<file path="src/rtl/imm_pack.sv">
// rtl/imm_pack.sv - two-stage immediate encoder: signed immediate to instruction-field bit placement
// S1 holds the request and its range check; S2 holds the placed field and error flag.
module imm_pack (
  input  logic        clk,
  input  logic        rst,
  input  logic        in_valid,
  output logic        in_ready,
  input  logic [2:0]  in_fmt,
  input  logic [31:0] in_imm,
  output logic        out_valid,
  input  logic        out_ready,
  output logic [31:0] out_field,
  output logic        out_err,
  output logic [15:0] err_cnt,
  input  logic        err_clr
);

  localparam logic [2:0] FMT_SHAMT = 3'd0;
  localparam logic [2:0] FMT_I     = 3'd1;
  localparam logic [2:0] FMT_S     = 3'd2;
  localparam logic [2:0] FMT_B     = 3'd3;
  localparam logic [2:0] FMT_U     = 3'd4;
  localparam logic [2:0] FMT_J     = 3'd5;

  logic        s1_valid;
  logic [2:0]  s1_fmt;
  logic [31:0] s1_imm;
  logic        s1_legal;
  logic        s2_adv;
  logic        in_legal;
  logic [31:0] s1_field;

  // One shared advance condition: S1 only moves when S2 can take it.
  assign s2_adv   = !out_valid || out_ready;
  assign in_ready = !s1_valid || s2_adv;

  always_comb begin
    in_legal = 1'b0;
    case (in_fmt)
      FMT_SHAMT:    in_legal = (in_imm[31:5] == 27'd0);
      FMT_I, FMT_S: in_legal = (in_imm[31:11] == {21{in_imm[11]}});
      FMT_B:        in_legal = !in_imm[0] && (in_imm[31:12] == {20{in_imm[12]}});
      FMT_U:        in_legal = (in_imm[11:0] == 12'd0);
      FMT_J:        in_legal = !in_imm[0] && (in_imm[31:20] == {12{in_imm[20]}});
      default:      in_legal = 1'b0;
    endcase
  end

  always_ff @(posedge clk) begin
    if (rst) begin
      s1_valid <= 1'b0;
    end else if (in_ready) begin
      s1_valid <= in_valid;
    end
  end

  always_ff @(posedge clk) begin
    if (in_valid && in_ready) begin
      s1_fmt   <= in_fmt;
      s1_imm   <= in_imm;
      s1_legal <= in_legal;
    end
  end

  // Illegal requests place nothing, so the field stays all-zero.
  always_comb begin
    s1_field = 32'd0;
    if (s1_legal) begin
      case (s1_fmt)
        FMT_SHAMT: s1_field[24:20] = s1_imm[4:0];
        FMT_I:     s1_field[31:20] = s1_imm[11:0];
        FMT_S: begin
          s1_field[31:25] = s1_imm[11:5];
          s1_field[11:7]  = s1_imm[4:0];
        end
        FMT_B: begin
          s1_field[31]    = s1_imm[12];
          s1_field[7]     = s1_imm[11];
          s1_field[30:25] = s1_imm[10:5];
          s1_field[11:8]  = s1_imm[4:1];
        end
        FMT_U:     s1_field[31:12] = s1_imm[31:12];
        FMT_J: begin
          s1_field[31]    = s1_imm[20];
          s1_field[30:21] = s1_imm[10:1];
          s1_field[20]    = s1_imm[11];
          s1_field[19:12] = s1_imm[19:12];
        end
        default:   s1_field = 32'd0;
      endcase
    end
  end

  always_ff @(posedge clk) begin
    if (rst) begin
      out_valid <= 1'b0;
      out_field <= 32'd0;
      out_err   <= 1'b0;
    end else if (s2_adv) begin
      out_valid <= s1_valid;
      if (s1_valid) begin
        out_field <= s1_field;
        out_err   <= !s1_legal;
      end
    end
  end

  always_ff @(posedge clk) begin
    if (rst || err_clr) begin
      err_cnt <= 16'd0;
    end else if (out_valid && out_ready && out_err && (err_cnt != 16'hFFFF)) begin
      err_cnt <= err_cnt + 16'd1;
    end
  end

endmodule

</file>
<file path="config.mk">
export PLATFORM = sky130hd
export DESIGN_NAME = imm_pack
export DESIGN_NICKNAME = d
export VERILOG_FILES = /design/src/rtl/imm_pack.sv
export SDC_FILE = /design/constraint.sdc
export NUM_CORES = 1
export LEC_CHECK = 0
export BUFFER_PORTS_ARGS = -buffer_cell sky130_fd_sc_hd__buf_4
export CAP_MARGIN = 5
export CORE_AREA = 4 4 94 96
export CTS_BUF_LIST = sky130_fd_sc_hd__clkbuf_4 sky130_fd_sc_hd__clkbuf_8
export CTS_CLUSTER_SIZE = 28
export DETAILED_ROUTE_END_ITERATION = 10
export DIE_AREA = 0 0 98 100
export PLACE_DENSITY = 0.74
export SYNTH_ARGS = -nofsm -noshare
export SYNTH_HDL_FRONTEND = slang
export SYNTH_SLANG_ARGS = --single-unit
export TNS_END_PERCENT = 30
</file>
<file path="constraint.sdc">
create_clock -name clk -period 4.9 [get_ports clk]
set_clock_uncertainty 0.15 [all_clocks]
set_input_delay 0.245 -clock clk [delete_from_list [all_inputs] [get_ports clk]]
set_output_delay 0.245 -clock clk [all_outputs]
set_load 0.03 [all_outputs]
</file>
# Word-level counts from Yosys, hierarchy flattened
# Cells that the tools add are included.
# totals
mem_count,0
inputBits,40
mem_bits_rw,0
reg_bits,87
romBits,0
word_cells,51
latch_bits,0
# op_classes
n_addsub,1
bitwise,0
n_mux,6
n_eq_ne,14
shift,0
div,0
reduce_logical,22
n_mul,0
n_lt_le_gt_ge,0
# ops
cell,count
two-way mux 32 bit,1
case mux 7 bit (4 select lines),1
zero test 27 bit,1
equality test 20 bit,1
equality test 19 bit,1
adder 16 x 1 -> 16 bit (second input constant),1
!= test 16 bit (second input constant),1
case mux 5 bit (3 select lines),1
equality test 3 x 2 -> 1 bit (second input constant),4
equality test 3 bit (second input constant),4
zero test 12 bit,1
equality test 11 bit,1
case mux 5 bit (2 select lines),1
two-way mux 8 bit,1
OR reduction 2 bit,4
equality test 3 x 1 -> 1 bit (second input constant),2
logical AND 1 bit,6
zero test 3 bit,2
case mux 1 bit (5 select lines),1
zero test 1 bit,4
logical OR 1 bit,3
AND reduction 2 bit,1

# Logic depth before layout (Yosys ltp)
# Gate-level depths: netlist of the first run.
# logic_depth
ltp_word,4
mapped_depth,6

# Least setup slack after synthesis of the first run
# No wires, ideal clock.
# synth_timing
path_kind,register -> register
startpoint,register out_valid
endpoint,register s1_fmt[0] (enable)
period_less_slack_ns,2.361
path_stages_with_launch,4
setup_slack_ns,2.539
path_buffers,0
setup_time_ns,0.397
t_arrival_ns,1.814
t_required_ns,4.353
path_cell_list,dfxtp_1 -> nor2b_1 -> nand2_1 -> and2_1
# synth_between
elab_chain_cells,4
# synth_rtl
element,line_no,source
start: declaration,10,"output logic out_valid,"
start signal: assignment,100,out_valid <= s1_valid;
zero test 1 bit,34,assign s2_adv = !out_valid || out_ready;
logical OR 1 bit,34,
logical OR 1 bit,35,assign in_ready = !s1_valid || s2_adv;
via in_ready,7,"output logic in_ready,"
logical AND 1 bit,58,if (in_valid && in_ready) begin
end signal: assignment,59,s1_fmt <= in_fmt;
end: declaration,26,logic [2:0] s1_fmt;
# The timed path passes the listed nets, and every way through them passes these cells.
# A chain may end at the register's enable or synchronous reset.

# Worst setup path in the final report of the first run
# layout_timing
startpoint,register err_cnt[7]
endpoint,register err_cnt[13]
# layout_between
elab_chain_cells,2
# layout_rtl
element,line_no,source
start: declaration,14,"output logic [15:0] err_cnt,"
start signal: assignment,112,err_cnt <= err_cnt + 16'd1;
branches (longest 2 deep; another with adder 16 x 1 -> 16 bit),-,
# Several ways; the timed one is not identified.

==> key figures, run 1 <==
Critical path
  • Max FO, Critical Path: 7
  • CP bufs+invs: 0
  • Largest stage delay, worst path: 560 ps
  • Worst R2R Setup Slack: 2830 ps
  • CP Capture Point: err_cnt[13]$_SDFFE_PP0P_
  • Worst path slowest cell: or4_4
  • Crit-path cells: nand4_2 > or4_4 > or4_1 > a21oi_1
  • R2r endpoint: err_cnt[13]$_SDFFE_PP0P_
  • RR Startpoint: err_cnt[7]$_SDFFE_PP0P_
  • Setup crit start: err_cnt[7]$_SDFFE_PP0P_
  • Required @ worst endpoint: 5020 ps
  • Top Family by Delay on Critical Path: simple AND/OR/NAND/NOR gates
  • Crit path DAT: 2190 ps
  • CP Depth: 4
  • CP Launch Type: flip-flop
  • Worst reg-to-reg path cell count: 4
  • CP Capture Type: flip-flop
  • Worst setup path category: flip-flop to flip-flop

Pwr
  • Maximum vdd ir drop: 0.000150 V
  • Combinational share of power: 0.094
  • Pleak: 0.00179 µW
  • P_sw: 336 µW
  • Cell Int Power: 1020 µW
  • Net Sw Frac: 0.247
  • Sequential power share: 0.541
  • Clock power frac: 0.365
  • PD cells: 286 nW/µm²

Clocking
  • Worst-path clk slew: 90 ps
  • TritonCTS Buffers: 9
  • Max Root-Sink Buffers: 2
  • H-tree depth: 3
  • Root Buffer: clkbuf_8
  • # clock sinks: 80
  • Setup bufs post-CTS: 0
  • TritonCTS clock tree: done
  • Clock Latency Late Sink: 350 ps
  • Post-cts resize count: 0

GRT
  • Initial antenna violation count: 0
  • GR Util All Layers: 0.177
  • Overflow after GRT: 0
  • Largest net degree at the start of global routing: 37
  • Vias in the first global route: 2926
  • First-pass GRT wire length: 14.0 mm

Finish
  • Fill cell count: 686
  • Share of cells above drive strength 1: 0.233
  • Area growth syn-to-layout: 34.6%
  • Final nets: 497
  • N_diodes: 0

Logic synthesis
  • Post-synth EDFFs: 36
  • Synth Warn #: 0
  • Top post-synthesis cells by area: edfxtp_1 (31%), dfxtp_1 (25%), a21oi_1 (4.0%)
  • Mapped cell area: 3530 µm²
  • Synth unique cells: 46
  • Ys flop type: dfxtp_1
  • Post-synth top area share: 0.306
  • Cell accounting for the most synthesized area: edfxtp_1
  • Synth Instances: 341
  • Post-Syn Area per Cell: 10.4 µm²
  • Seq cells post-synth: 80
  • FFs w/ async S/R, synth: 0
  • Sequential fraction of the synthesis area: 0.556

Timing
  • Setup TNS: 0 ps
  • Slew HR: 0.436
  • RSZ-0062 raised after global routing: false
  • Fin. Hold Viols: 0
  • # setup viols final: 0
  • Period utilization: 0.422
  • Final WS setup: 2830 ps
  • Tmin final: 2070 ps
  • Slew @ Worst Pin: 844 ps
  • Max-slew violations: 0
  • Fmax: 483 MHz

Routing
  • Via Count: 3093
  • Vias/cell: 5.47
  • DRC: 0
  • Router iterations before antenna repair: 5
  • Wire per inst: 15.7 µm
  • Post-Route WL: 8.87 mm
  • DR iter-0 viols: 169
  • Final ANT Viol Nets: 0

Worst hold path
  • Hold WC Path Type: primary input to flip-flop
  • Hold_sp: err_clr

Die
  • Initial Utilization: 0.439
  • # rows: 33
  • Core ar.: 8050 µm²
  • IO Pins: 91
  • Die area: 9800 µm²
  • Die Span Y: 100 µm
  • Die W: 98 µm

Place
  • GP Congestion: 0.926
  • Post-place setup slack: 2880 ps
  • Number of I/O port buffers: 83
  • Post-DP HPWL: 6.13 mm

Status
  • Status: completed

Job
  • Max-cap viol count: 0
[through the flow]
stage	power, µW	utilization	std cells	hold WS (ps)	cell area [µm²]
detailed placement	854	0.520	513	281	4190
global route	1410	0.590	565	79.1	4750
global placement	852	0.520	513	282	4190
CTS	1360	0.590	565	44.3	4750
floorplan	808	-	347	194	3550
finish	1360	0.590	565	60.6	4750
[cell usage after synthesis, types with 3 or more instances]
library cell,n
and2_1,8
nor4_1,12
mux2i_1,9
nand3_1,10
nand4_1,11
and4_1,5
dfxtp_1,44
inv_1,6
a2bb2oi_1,4
or3_1,5
o31ai_1,4
nor3_1,4
and3_1,5
a22oi_1,13
edfxtp_1,36
a2111o_1,3
a21oi_1,28
o311ai_0,3
nand3b_1,6
nand2_1,27
a211oi_1,3
or4_1,6
nor2_1,25
clkbuf_1,14
buf_4,7
nor2b_1,4
o21ai_0,17
[flip-flops by register name, indices dropped and copies added, names as in the netlist]
register,flops
s1_fmt,3
s1_imm,32
out_field,25
out_err,1
s1_valid,1
err_cnt,16
s1_legal,1
out_valid,1
[layer usage]
metal / wire length (µm) / vias up / part of all wire / track usage
li1: - / 1510 / - / -
met1: 3710 / 1448 / 0.42 / 0.219
met2: 4380 / 117 / 0.49 / 0.299
met3: 582 / 18 / 0.066 / 0.0410
met4: 192 / 0 / 0.022 / 0.0724
met5: 0 / - / 0 / 0
[logic make-up (layout without fill, tap and decap cells)]
group                    count (synthesis)  in the layout  share of synthesized area
AND/OR/NAND/NOR                        138            138                      0.218
AO/OA/AOI/OAI                           80             80                      0.145
flip-flops                              80             80                      0.556
buffers and inverters                   29            142                     0.0418
multiplexers                            10             10                     0.0287
adder cells (fa/ha/maj)                  2              2                    0.00709
other                                    1              7                    0.00106
XOR/XNOR                                 1              1                    0.00248
[how the worst min path moves through the flow]
stage | end | slack (ps) | depth (start not counted)
final | err_cnt[3]$_SDFFE_PP0P_ | 60 | 3
after global routing | err_cnt[3]$_SDFFE_PP0P_ | 80 | 3
after CTS | err_cnt[3]$_SDFFE_PP0P_ | 40 | 3
after detailed placement | s1_imm[10]$_DFFE_PP_ | 280 | 1
after floorplan | s1_fmt[0]$_DFFE_PP_ | 190 | 0
after global placement | s1_imm[10]$_DFFE_PP_ | 280 | 1
[worst reg2reg max path, stage by stage (launching register included)]
cell and delay, ps:
dfxtp_1 470, nand4_2 210, or4_4 560, or4_1 480, a21oi_1 150
[what timing repair did]
action	CTS	global route
hold endpoints to repair	36	0
hold buffers	36	0
setup endpoints to repair	0	0
[layout make-up]
class                   instances  area, µm²  share of cell area
flip-flops and latches         80       1960               0.413
well taps                     105        131              0.0276
clock inverters                 7       77.6              0.0163
multi-input cells             238       1440               0.304
inverters                       6       22.5             0.00474
clock buffers                   9        124              0.0261
repair buffers                120        991               0.209
[placed cells by master (no fill, tap or decap), drive strengths merged, types with 8 or more instances in the layout]
cell type and n:
a21oi 28, a22oi 13, and2 8, buf 84, clkbuf 9, dfxtp 44
dlygate4sd3 36, edfxtp 36, inv 9, mux2i 9, nand2 27, nand3 11
nand4 12, nor2 25, nor4 12, o21ai 17
[power groups by stage]
stage | combinational (µW) | sequential (µW) | clock, µW
after floorplan | 57.7 | 750 | 0
after global placement | 101 | 750 | 0
after detailed placement | 103 | 750 | 0
after CTS | 126 | 735 | 503
after global routing | 138 | 739 | 531
final | 128 | 735 | 496
Note: power is estimated with default switching activity, not from simulation.
==> run 2, diff against run 1 <==
- ABC_AREA: not set -> 1
- CORE_AREA: 4 4 94 96 -> 4 4 95 97
- DIE_AREA: 0 0 98 100 -> 0 0 99 101
- clock period: 4.9 -> 2.1 ns (I/O delays scaled with it)
==> key figures, run 2 <==
Timing
  • Period utilization: 0.932
  • Fmax: 511 MHz
  • Fin. Hold Viols: 0 (unchanged)
  • RSZ-0062 raised after global routing: false (unchanged)
  • Setup TNS: 0 ps (unchanged)
  • Slew HR: 0.509 (was 0.436)
  • Slew @ Worst Pin: 734 ps (was 844 ps)
  • Max-slew violations: 0 (unchanged)
  • # setup viols final: 0 (unchanged)
  • Tmin final: 1960 ps

Die
  • Die Span Y: 101 µm (was 100 µm)
  • IO Pins: 91 (unchanged)
  • Core ar.: 8130 µm² (was 8050 µm²)
  • Die area: 10000 µm² (was 9800 µm²)
  • Initial Utilization: 0.443 (was 0.439)
  • # rows: 33 (unchanged)
  • Die W: 99 µm (was 98 µm)

Place
  • GP Congestion: 0.834 (was 0.926)
  • Number of I/O port buffers: 83 (unchanged)
  • Post-DP HPWL: 6.28 mm (was 6.13 mm)
  • Cell area after placement: 4310 µm² (was 4190 µm²)

Clocking
  • TritonCTS clock tree: done (unchanged)
  • H-tree depth: 3 (unchanged)
  • TritonCTS Buffers: 9 (unchanged)
  • Max Root-Sink Buffers: 2 (unchanged)
  • # clock sinks: 80 (unchanged)
  • Root Buffer: clkbuf_8 (unchanged)
  • Setup bufs post-CTS: 0 (unchanged)
  • Clock Latency Late Sink: 340 ps (was 350 ps)
  • Worst-path clk slew: 80 ps (was 90 ps)

Critical path
  • Setup crit start: out_ready (was err_cnt[7]$_SDFFE_PP0P_)
  • Required @ worst endpoint: 1800 ps (was 5020 ps)
  • Max FO, Critical Path: 36 (was 7)
  • CP Capture Type: flip-flop (unchanged)
  • CP Launch Type: primary input (was flip-flop)
  • CP Capture Point: s1_imm[7]$_DFFE_PP_ (was err_cnt[13]$_SDFFE_PP0P_)
  • Worst R2R Setup Slack: 230 ps (was 2830 ps)
  • RR Startpoint: out_valid$_SDFFE_PP0P_ (was err_cnt[7]$_SDFFE_PP0P_)
  • Worst setup path category: primary input to flip-flop (was flip-flop to flip-flop)
  • Crit path DAT: 1660 ps (was 2190 ps)
  • R2r endpoint: s1_imm[7]$_DFFE_PP_ (was err_cnt[13]$_SDFFE_PP0P_)
  • Worst reg-to-reg path cell count: 3 (was 4)

Pwr
  • Pleak: 0.00200 µW (was 0.00179 µW)
  • PD cells: 639 nW/µm² (was 286 nW/µm²)
  • Maximum vdd ir drop: 0.000305 V (was 0.000150 V)
  • Power Total: 3120 µW (was 1360 µW)

Logic synthesis
  • Most numerous cell in the Yosys netlist: nand2_1 (was dfxtp_1)
  • Commonest cells in the synthesized netlist: nand2_1 (123), nor2_1 (71), dfxtp_1 (44) (was dfxtp_1 (44), edfxtp_1 (36), a21oi_1 (28))
  • Mapped cell area: 3600 µm² (was 3530 µm²)
  • Synth Instances: 436 (was 341)
  • Top post-synthesis cells by area: edfxtp_1 (30%), dfxtp_1 (24%), nand2_1 (13%) (was edfxtp_1 (31%), dfxtp_1 (25%), a21oi_1 (4.0%))
  • Seq cells post-synth: 80 (unchanged)
  • FFs w/ async S/R, synth: 0 (unchanged)
  • Post-Syn Area per Cell: 8.26 µm² (was 10.4 µm²)
  • Synth Warn #: 0 (unchanged)
  • Post-synth top area share: 0.300 (was 0.306)
  • Post-synth EDFFs: 36 (unchanged)
  • Ys flop type: dfxtp_1 (unchanged)
  • Sequential fraction of the synthesis area: 0.545 (was 0.556)
  • Cell accounting for the most synthesized area: edfxtp_1 (unchanged)
  • Synth unique cells: 28 (was 46)

GRT
  • Vias in the first global route: 3097 (was 2926)
  • First-pass GRT wire length: 14.3 mm (was 14.0 mm)
  • Overflow after GRT: 0 (unchanged)
  • Initial antenna violation count: 0 (unchanged)
  • GR Util All Layers: 0.181 (was 0.177)
  • Largest net degree at the start of global routing: 37 (unchanged)

Routing
  • Post-Route WL: 8.78 mm (was 8.87 mm)
  • Final ANT Viol Nets: 0 (unchanged)
  • DRC: 0 (unchanged)
  • Router iterations before antenna repair: 5 (unchanged)
  • Via Count: 3284 (was 3093)
  • DR iter-0 viols: 148 (was 169)
  • Vias/cell: 4.89 (was 5.47)
  • Wire per inst: 13.1 µm (was 15.7 µm)

Finish
  • Area growth syn-to-layout: 35.7% (was 34.6%)
  • Commonest non-fill, non-tap cell in the layout: nand2_1 (was buf_4)
  • Post-layout util: 0.601 (was 0.590)
  • Regs by FF count: s1_imm (32), out_field (25), err_cnt (16) (unchanged)
  • Largest Register: s1_imm (unchanged)
  • N_diodes: 0 (unchanged)
  • Post-route cell area: 4890 µm² (was 4750 µm²)
  • Number of flip-flops in the largest register: 32 (unchanged)
  • Final nets: 604 (was 497)
  • Share of cells above drive strength 1: 0.205 (was 0.233)
  • Most frequent cells in the layout: nand2_1 (122), buf_4 (87), nor2_1 (71) (was buf_4 (84), dfxtp_1 (44), dlygate4sd3_1 (36), edfxtp_1 (36), a21oi_1 (28))

Job
  • Max-cap viol count: 0 (unchanged)

Worst hold path
  • Hold WC Path Type: primary input to flip-flop (unchanged)

Status
  • Status: completed (unchanged)
## run 2: cell types whose count changed after synthesis, moves of 8 or more
cell,change
inv_1,+23
clkbuf_1,-9
nor2_1,+46
nand2_1,+96
nor4_1,-12
mux2i_1,-9
nand3_1,+14
and2_1,-8
o21ai_0,-9
## run 2: through the flow
step / hold WS, ps / setup WS (ps) / instances
floorplan: 53.9 / 44.1 / 442
global placement: 146 / 243 / 618
detailed placement: 144 / 201 / 618
CTS: 15.2 / 118 / 672
global route: 23.6 / 3.39 / 672
finish: 32.7 / 143 / 672
## run 2: cells by family after synthesis
kind of cell,Yosys count,synth area share
fa+ha+maj,2,0.00695
flops,80,0.545
simple gates,242,0.275
xor+xnor,5,0.0122
other cells,1,0.00104
buf+inv,46,0.0615
compound gates,60,0.0987
## run 2: area by class of cell
type,count,area (µm²)
repair buffers,125,1030
clock inverters,6,58.8
inverters,30,116
multi-input cells,316,1450
flip-flops and latches,80,1960
well taps,105,131
fillers,729,3250
clock buffers,10,131
## run 2: worst min-delay path by stage
| stage | startpoint | endpoint | slack (ps) | cells past startpoint |
|---|---|---|---|---|
| after floorplan | in_fmt[0] | s1_fmt[0]$_DFFE_PP_ | 50 | 0 |
| after global placement | in_imm[9] | s1_imm[9]$_DFFE_PP_ | 150 | 1 |
| after detailed placement | in_imm[6] | s1_imm[6]$_DFFE_PP_ | 140 | 1 |
| after CTS | err_clr | err_cnt[11]$_SDFFE_PP0P_ | 20 | 5 |
| after global routing | err_clr | err_cnt[9]$_SDFFE_PP0P_ | 20 | 5 |
| final | err_clr | err_cnt[11]$_SDFFE_PP0P_ | 30 | 5 |
## run 2: worst max-delay path: stages
cell           delay [ps]
dlygate4sd3_1         530
buf_4                 140
inv_1                  80
nand3_2               100
nand2_2               100
clkinvlp_4            590
## run 2: routing by layer
layer | vias to the layer above | part of all wire | routed length [µm] | global-route usage
li1 | 1679 | - | - | -
met1 | 1490 | 0.43 | 3790 | 0.222
met2 | 102 | 0.50 | 4410 | 0.306
met3 | 13 | 0.052 | 455 | 0.0374
met4 | 0 | 0.015 | 128 | 0.0798
met5 | - | 0 | 0 | 0
## run 2: where the power goes
part	total [µW]	internal (µW)	switching [µW]
sequential	1700	1680	22.6
clock	1090	558	536
combinational	325	145	179
total	3120	2380	738
## run 2: repair_timing
action / CTS / global route
hold buffers: 38 / 0
endpoints found under the hold margin: 50 / 0
gates resized for setup: 0 / 2
setup endpoints to repair: 0 / 38
